$ cat config.mk
export PLATFORM = sky130hd
export DESIGN_NAME = mem_access_ctrl
export DESIGN_NICKNAME = d
export VERILOG_FILES = /design/src/rtl/mips_mem_pkg.sv /design/src/rtl/mem_lane_align.sv /design/src/rtl/mem_access_ctrl.sv
export SDC_FILE = /design/constraint.sdc
export NUM_CORES = 1
export LEC_CHECK = 0
export CORE_UTILIZATION = 49
export CTS_BUF_LIST = sky130_fd_sc_hd__clkbuf_4 sky130_fd_sc_hd__clkbuf_8
export DETAILED_ROUTE_END_ITERATION = 16
export PLACE_DENSITY_LB_ADDON = 0.2
export SLEW_MARGIN = 20
export SYNTH_ARGS = -nofsm -noshare
export SYNTH_HDL_FRONTEND = slang
export SYNTH_SLANG_ARGS = --single-unit
export TNS_END_PERCENT = 30
$ cat constraint.sdc
create_clock -name i_clk -period 5.63 [get_ports i_clk]
set_input_delay 0.8445 -clock i_clk [delete_from_list [all_inputs] [get_ports i_clk]]
set_output_delay 0.8445 -clock i_clk [all_outputs]
set_load 0.01 [all_outputs]
$ cat src/rtl/mips_mem_pkg.sv
// rtl/mips_mem_pkg.sv - shared access-size encodings, FSM states and defaults for the MEM stage
//
// Purpose: single source for the load/store size codes (also used by the
// writeback load filter), the access controller state codes and the
// default memory-ack timeout.
// Ports: none (package).
package mips_mem_pkg;

  // Access size codes as driven by the decoder and consumed by the load filter.
  typedef enum logic [1:0] {
    SIZE_WORD    = 2'b00,
    SIZE_BYTE    = 2'b01,
    SIZE_HALF    = 2'b10,
    SIZE_ILLEGAL = 2'b11
  } mem_size_e;

  typedef enum logic [1:0] {
    ST_IDLE   = 2'b00,
    ST_ACCESS = 2'b01,
    ST_DONE   = 2'b10,
    ST_ERROR  = 2'b11
  } mem_state_e;

  localparam int DEFAULT_TIMEOUT = 16;

  // Legal size with natural alignment for that size.
  function automatic logic access_legal(input mem_size_e size, input logic [1:0] addr_lo);
    logic ok;
    ok = 1'b0;
    case (size)
      SIZE_BYTE: ok = 1'b1;
      SIZE_HALF: ok = ~addr_lo[0];
      SIZE_WORD: ok = (addr_lo == 2'b00);
      default:   ok = 1'b0;
    endcase
    return ok;
  endfunction

endpackage

$ cat src/rtl/mem_lane_align.sv
// rtl/mem_lane_align.sv - byte-lane enables, store replication and load shift for a 32-bit data port
//
// Purpose: purely combinational lane steering between the core datum
// (always in the low bits) and the word-wide memory port.
// Ports:
//   i_write      1=store, 0=load (loads get no lane enables)
//   i_size       access size code (mem_size_e)
//   i_addr_lo    byte offset within the word
//   i_wdata      store datum, low bits
//   i_mem_rdata  raw word from memory
//   o_we         per-byte write enables
//   o_wdata      store data replicated across all lanes
//   o_rdata      memory word shifted so the addressed datum sits at bit 0
module mem_lane_align
  import mips_mem_pkg::*;
#(
  parameter int BITS_SIZE = 32
) (
  input  logic                 i_write,
  input  logic [1:0]           i_size,
  input  logic [1:0]           i_addr_lo,
  input  logic [BITS_SIZE-1:0] i_wdata,
  input  logic [BITS_SIZE-1:0] i_mem_rdata,
  output logic [3:0]           o_we,
  output logic [BITS_SIZE-1:0] o_wdata,
  output logic [BITS_SIZE-1:0] o_rdata
);

  always_comb begin
    o_we    = 4'b0000;
    o_wdata = i_wdata;
    case (mem_size_e'(i_size))
      SIZE_BYTE: begin
        o_we    = 4'b0001 << i_addr_lo;
        o_wdata = {(BITS_SIZE/8){i_wdata[7:0]}};
      end
      SIZE_HALF: begin
        o_we    = 4'b0011 << {i_addr_lo[1], 1'b0};
        o_wdata = {(BITS_SIZE/16){i_wdata[15:0]}};
      end
      SIZE_WORD: begin
        o_we    = 4'b1111;
        o_wdata = i_wdata;
      end
      default: begin
        o_we    = 4'b0000;
        o_wdata = i_wdata;
      end
    endcase
    if (!i_write) begin
      o_we = 4'b0000;
    end
  end

  // Logical shift: upper bytes zero-fill; sign/zero extension is the load filter's job.
  assign o_rdata = i_mem_rdata >> {i_addr_lo, 3'b000};

endmodule

$ cat src/rtl/mem_access_ctrl.sv
// rtl/mem_access_ctrl.sv - MEM-stage load/store controller with stall, lane steering and ack timeout
//
// Purpose: accepts one load/store from the MEM stage, checks size/alignment,
// drives a word-addressed memory port until ack or timeout, and reports
// completion (o_done) or error (o_err) as one-cycle pulses.
// Ports:
//   i_clk, i_reset       clock, asynchronous active-low reset
//   i_req/i_write/i_size/i_addr/i_wdata   request from the pipeline
//   o_stall              combinational pipeline freeze
//   o_done, o_err        one-cycle completion / error pulses
//   o_rdata              registered load word, datum at bit 0
//   o_mem_en/we/addr/wdata  memory request
//   i_mem_ack, i_mem_rdata  memory completion, data valid with ack
module mem_access_ctrl
  import mips_mem_pkg::*;
#(
  parameter int BITS_SIZE      = 32,
  parameter int ADDR_BITS      = 10,
  parameter int TIMEOUT_CYCLES = DEFAULT_TIMEOUT
) (
  input  logic                 i_clk,
  input  logic                 i_reset,
  input  logic                 i_req,
  input  logic                 i_write,
  input  logic [1:0]           i_size,
  input  logic [BITS_SIZE-1:0] i_addr,
  input  logic [BITS_SIZE-1:0] i_wdata,
  output logic                 o_stall,
  output logic                 o_done,
  output logic [BITS_SIZE-1:0] o_rdata,
  output logic                 o_err,
  output logic                 o_mem_en,
  output logic [3:0]           o_mem_we,
  output logic [ADDR_BITS-1:0] o_mem_addr,
  output logic [BITS_SIZE-1:0] o_mem_wdata,
  input  logic                 i_mem_ack,
  input  logic [BITS_SIZE-1:0] i_mem_rdata
);

  localparam int CNT_W = $clog2(TIMEOUT_CYCLES + 1);
  localparam logic [CNT_W-1:0] CNT_LAST = CNT_W'(TIMEOUT_CYCLES - 1);

  mem_state_e             state_q, state_d;
  logic [CNT_W-1:0]       cnt_q, cnt_d;
  logic                   write_q, write_d;
  logic [1:0]             size_q, size_d;
  logic [ADDR_BITS+1:0]   addr_q, addr_d;
  logic [BITS_SIZE-1:0]   wdata_q, wdata_d;
  logic [BITS_SIZE-1:0]   rdata_q, rdata_d;

  logic [3:0]             lane_we;
  logic [BITS_SIZE-1:0]   lane_wdata;
  logic [BITS_SIZE-1:0]   lane_rdata;
  logic                   req_legal;

  // Address bits above the memory window do not select anything.
  logic unused_addr_hi;
  assign unused_addr_hi = ^i_addr[BITS_SIZE-1:ADDR_BITS+2];

  assign req_legal = access_legal(mem_size_e'(i_size), i_addr[1:0]);

  mem_lane_align #(
    .BITS_SIZE(BITS_SIZE)
  ) u_lane (
    .i_write    (write_q),
    .i_size     (size_q),
    .i_addr_lo  (addr_q[1:0]),
    .i_wdata    (wdata_q),
    .i_mem_rdata(i_mem_rdata),
    .o_we       (lane_we),
    .o_wdata    (lane_wdata),
    .o_rdata    (lane_rdata)
  );

  always_ff @(posedge i_clk or negedge i_reset) begin
    if (!i_reset) begin
      state_q <= ST_IDLE;
      cnt_q   <= '0;
      write_q <= 1'b0;
      size_q  <= 2'b00;
      addr_q  <= '0;
      wdata_q <= '0;
      rdata_q <= '0;
    end else begin
      state_q <= state_d;
      cnt_q   <= cnt_d;
      write_q <= write_d;
      size_q  <= size_d;
      addr_q  <= addr_d;
      wdata_q <= wdata_d;
      rdata_q <= rdata_d;
    end
  end

  always_comb begin
    state_d = state_q;
    cnt_d   = cnt_q;
    write_d = write_q;
    size_d  = size_q;
    addr_d  = addr_q;
    wdata_d = wdata_q;
    rdata_d = rdata_q;
    case (state_q)
      ST_IDLE: begin
        cnt_d = '0;
        if (i_req) begin
          if (req_legal) begin
            write_d = i_write;
            size_d  = i_size;
            addr_d  = i_addr[ADDR_BITS+1:0];
            wdata_d = i_wdata;
            state_d = ST_ACCESS;
          end else begin
            state_d = ST_ERROR;
          end
        end
      end
      ST_ACCESS: begin
        // Ack is checked first so it wins over a timeout on the same cycle.
        if (i_mem_ack) begin
          if (!write_q) begin
            rdata_d = lane_rdata;
          end
          state_d = ST_DONE;
        end else if (cnt_q == CNT_LAST) begin
          state_d = ST_ERROR;
        end else begin
          cnt_d = cnt_q + 1'b1;
        end
      end
      ST_DONE:  state_d = ST_IDLE;
      ST_ERROR: state_d = ST_IDLE;
      default:  state_d = ST_IDLE;
    endcase
  end

  // Memory strobes derive from the state register so an async reset drops them at once.
  assign o_mem_en    = (state_q == ST_ACCESS);
  assign o_mem_we    = o_mem_en ? lane_we : 4'b0000;
  assign o_mem_addr  = addr_q[ADDR_BITS+1:2];
  assign o_mem_wdata = lane_wdata;

  assign o_done  = (state_q == ST_DONE);
  assign o_err   = (state_q == ST_ERROR);
  assign o_rdata = rdata_q;
  assign o_stall = (state_q == ST_ACCESS) || ((state_q == ST_IDLE) && i_req);

endmodule
=== Word level (Yosys, flattened, before mapping) ===
Index checks and enable logic that the tools add are counted.

* Bitwise gates (word level): 2
* Reductions and logical operators: 12
* Eq/ne operators: 12
* Multiplexer cells: 13
* Shifts and indexed selects: 3
* Add/subtract/negate cells: 1

{| class="wikitable"
|+ Operators with widths
! kind !! number
|-
| case mux 32 bit (2 select lines) || 1
|-
| right shift 32 x 5 -> 32 bit || 1
|-
| case mux 4 bit (3 select lines) || 1
|-
| two-way mux 5 bit || 2
|-
| case mux 5 bit (2 select lines) || 1
|-
| AND reduction 3 bit || 3
|-
| equality test 2 bit (second input constant) || 4
|-
| zero test 2 bit || 4
|-
| two-way mux 2 bit || 4
|-
| two-way mux 4 bit || 2
|-
| equality test 2 x 1 -> 1 bit (second input constant) || 3
|-
| inequality test 2 bit (second input constant) || 3
|-
| case mux 2 bit (3 select lines) || 1
|-
| adder 5 x 1 -> 5 bit (second input constant) || 1
|-
| equality test 5 x 4 -> 1 bit (second input constant) || 1
|-
| << shifter 1 x 2 -> 4 bit (first input constant) || 1
|-
| << shifter 2 x 2 -> 4 bit (first input constant) || 1
|-
| inequality test 3 x 1 -> 1 bit (second input constant) || 1
|-
| case mux 1 bit (3 select lines) || 1
|-
| inverter 1 bit || 2
|-
| AND reduction 2 bit || 1
|-
| nonzero test 2 bit || 1
|-
| OR reduction 2 bit || 1
|-
| logical AND 1 bit || 1
|-
| logical OR 1 bit || 1
|}

* Output and inout bits: 82
* Logic and storage cells: 50
* Register bits after elaboration: 86

=== Logic depth before layout (Yosys ltp) ===
* Depth in word-level cells: 5
* Depth in mapped cells: 7

=== Cells and area by module ===
Synthesis repeated with hierarchy kept, for this count alone.

* Cells, all modules: 391
* Area total of the unflattened synthesis: 4778.3 um^2

{| class="wikitable"
|+ Modules (own cells, without submodules)
! module !! seq. area each (um^2) !! instances !! cells an instance !! area each (um^2)
|-
| mem_access_ctrl || 2152.1 || 1 || 235 || 3677.3
|-
| mem_lane_align || 0.0 || 1 || 156 || 1101.1
|}

=== Worst setup path after synthesis ===
No wires, ideal clock.

* Path kind: flip-flop to output port
* Start point: register size_q[0]
* End point: output o_mem_wdata[10]
* Data required time: 4.786 ns
* Cell stages (with the launch flop): 7
* Path slack: 3.313 ns
* Arrival: 1.473 ns
* Buffers on the path: 2
* Cells stage by stage: dfrtp_1 inv_1 ha_1 clkbuf_1 and2_1 clkbuf_1 a22o_1

* Word-level cells in the longest chain between the ends: 2

{| class="wikitable"
|+ Ends and longest elaborated chain
! item !! RTL line !! text
|-
| start, declared || mem_access_ctrl.sv:46 || <nowiki>logic [1:0] size_q, size_d;</nowiki>
|-
| start signal, assigned || mem_access_ctrl.sv:88 || <nowiki>size_q <= size_d;</nowiki>
|-
| equality test 2 bit or equality test 2 x 1 -> 1 bit (tied branches) || mem_lane_align.sv:32 || <nowiki>case (mem_size_e'(i_size))</nowiki>
|-
| case mux 32 bit (2 select lines) (*) || mem_lane_align.sv:32 ||
|-
| end, declared || mem_access_ctrl.sv:35 || <nowiki>output logic [BITS_SIZE-1:0] o_mem_wdata,</nowiki>
|}

Mark *: on every way between the ends. The rest lies on a longest branch, timed or not.

=== Worst setup path after layout ===
* Start point: register size_q[0]
* End point: output o_mem_wdata[13]

Same word-level chain as after synthesis.

==> run metrics <==
DRT Wirelength=11300 um; drc violations=0; synth unique cells=39; synth cell count leaders=dfrtp_1, nand2_1, mux2_4; post-DP HPWL=8000 um; # resized after CTS=0; WP data required=4.79 ns; CTS Buffer Depth=2; DIE WIDTH=99.4 um; initial antenna violation count=0; post-synth top area cell=dfrtp_1; VDD IR max=0.304 mV; synthesized area per cell=11.3 sq um; vias in the first global route=3620; global route overflow=0; row cnt=35; layout cell share with drive strength beyond 1=14.2%; crit share post-route=69.0%; Yosys warnings=0; number of synthesized flops with an enable pin=0; GP Congestion=0.786; Lkg Pwr=2.89 nW; Syn Nets=520; setup violators final=0; setup bufs post-CTS=0; H-tree depth=3; RSZ-0062 raised after global routing=no; Seq/Total Area, Yosys=46.3%; WL/cell=17.1 um; TritonCTS Buffers=9; max cap viols=0; Switching Fraction=35.8%; Boundary Pins=185; ys async rst share=100%; portion of total power attributed to the clock network=13.0%; fmax=257 MHz; Synth Register Bits=86; filler cell count in the final layout=721; status=finished clean; Sink Count=86; Synth Flop Type=dfrtp_1; area grow syn2layout=37.4%; TritonRoute pass-1 iters=4; Combinational Power Share=53.6%; Clock Tree Root=clkbuf_8; nets=653; Final TNS setup=0 ns; CTS tree=yes; Worst-path clk slew=0.08 ns; Sequential Power Share=33.4%; top-count cell post-synth=dfrtp_1; top-area cell type share of the netlist area=46.3%; CTS Hold Bufs=0; antenna cell count=0; Port Buf Inserts=164; Critical Path Start Type=flip-flop; DIE AREA=9870 sq um; Final min period=3.89 ns; switching power=0.00122 W; core box area=9200 sq um; Hold Fails Final Rpt=0; Mapped Cells=411; initial core utilization=50.5%; Cell Int Power=0.00219 W; largest cells by area after synthesis=dfrtp_1, mux2_4, mux2i_1, nand2_1, mux2_2; CP Class=reg -> out; pwr dens=535 nW/um^2; first-pass GRT wire length=18000 um; crit path capture type=primary output; largest net degree at the start of global routing=57; Global Route Usage Sum=23.1%; clk_lat worst skew=0.35 ns; Hold Path Class=in -> async; DR vias/cell=5.45; Max Slew Vio Count=0; Mapped Area=4640 sq um; relative slew slack=35.0%; Chip Height=99.4 um; Routed Antenna Nets=0; DR iter-0 viols=102; final core occ=69.4%; via count=3599; crit path DAT=3.04 ns; pin slew with the least headroom to its limit=0.975 ns; Fin Clk Skew=0.00562 ns; worst hold slack=0.456 ns; CP max FO=34
[kinds of logic after synthesis]
family	count (synthesis)	synth area share, %
AO/OA/AOI/OAI	89	12.7
adder cells (fa/ha/maj)	6	1.62
buffers and inverters	62	7.27
flip-flops	86	46.3
multiplexers	87	23.4
AND/OR/NAND/NOR	81	8.59
[layout make-up]
type	instances	area, sq um	area share (%)
clock buffer	11	145	2.27
clock inverter	5	58.8	0.922
inverter	17	63.8	1.00
multi-input combinational	263	2160	33.8
sequential	86	2150	33.7
tap	111	139	2.18
timing repair buffer	167	1660	26.0
[final timing paths]
kind                             start               to  slack, ns  depth (start not counted)
max in group asynchronous      i_reset      wdata_q[25]       4.16                          2
setup / recovery             size_q[0]  o_mem_wdata[13]       1.74                          5
hold reg to reg            o_rdata[13]      o_rdata[13]       0.49                          2
hold / removal                 i_reset         cnt_q[0]       0.46                          1
setup reg to reg            state_q[1]      wdata_q[10]       3.22                          3
min in group i_clk         o_rdata[13]      o_rdata[13]       0.49                          2
[routing by layer]
| metal | wire (um) | share of wire, % | global-route usage [%] |
|---|---|---|---|
| met1 | 4840 | 43 | 29.6 |
| met2 | 5450 | 48 | 38.5 |
| met3 | 909 | 8.0 | 6.04 |
| met4 | 109 | 0.96 | 7.24 |
| met5 | 0 | 0 | 0 |
[metrics by stage]
| stage | power [W] | instances | instance area (sq um) | setup slack (ns) |
|---|---|---|---|---|
| 6_report | 0.00342 | 660 | 6380 | 1.74 |
| 5_1_grt | 0.00362 | 660 | 6380 | 1.60 |
| 4_1_cts | 0.00343 | 660 | 6380 | 1.78 |
| 3_5_place_dp | 0.00298 | 644 | 6180 | 2.20 |
| 3_3_place_gp | 0.00293 | 644 | 6180 | 2.23 |
| 2_1_floorplan | 0.00218 | 411 | 4640 | 3.31 |
[critical path, stage by stage (launching register included)]
cell	delay, ns
dfrtp_1	0.41
inv_1	0.10
ha_1	0.94
and2_1	0.45
a22o_1	0.23
clkdlybuf4s50_1	0.56
[cell usage in the layout (no fill, tap or decap), types with 9 or more instances in the layout]
| cell | netlist | final |
|---|---|---|
| nor2_1 | 13 | 13 |
| mux2_2 | 14 | 14 |
| a22o_1 | 13 | 13 |
| dfrtp_1 | 86 | 86 |
| inv_1 | 17 | 17 |
| nand2_1 | 43 | 43 |
| mux2i_1 | 33 | 33 |
| o21ai_0 | 23 | 23 |
| mux2_4 | 40 | 40 |
| clkdlybuf4s50_1 | 0 | 163 |
| o22ai_1 | 9 | 9 |
| a21oi_1 | 14 | 14 |
| clkbuf_8 | 0 | 10 |
| a22oi_1 | 9 | 9 |
[sequential cells by signal, indices dropped and copies added (netlist names)]
signal   count
size_q       2
o_rdata     32
cnt_q        5
wdata_q     32
write_q      1
addr_q      12
state_q      2
[power groups by stage]
stage                     Clock [W]  Combinational [W]  Sequential [W]
final                      0.000443            0.00183         0.00114
after global routing       0.000474            0.00197         0.00118
after CTS                  0.000451            0.00184         0.00114
after detailed placement          0            0.00183         0.00115
after global placement            0            0.00180         0.00113
after floorplan                   0            0.00108         0.00110
No activity file was read; power rests on OpenSTA's default activity.
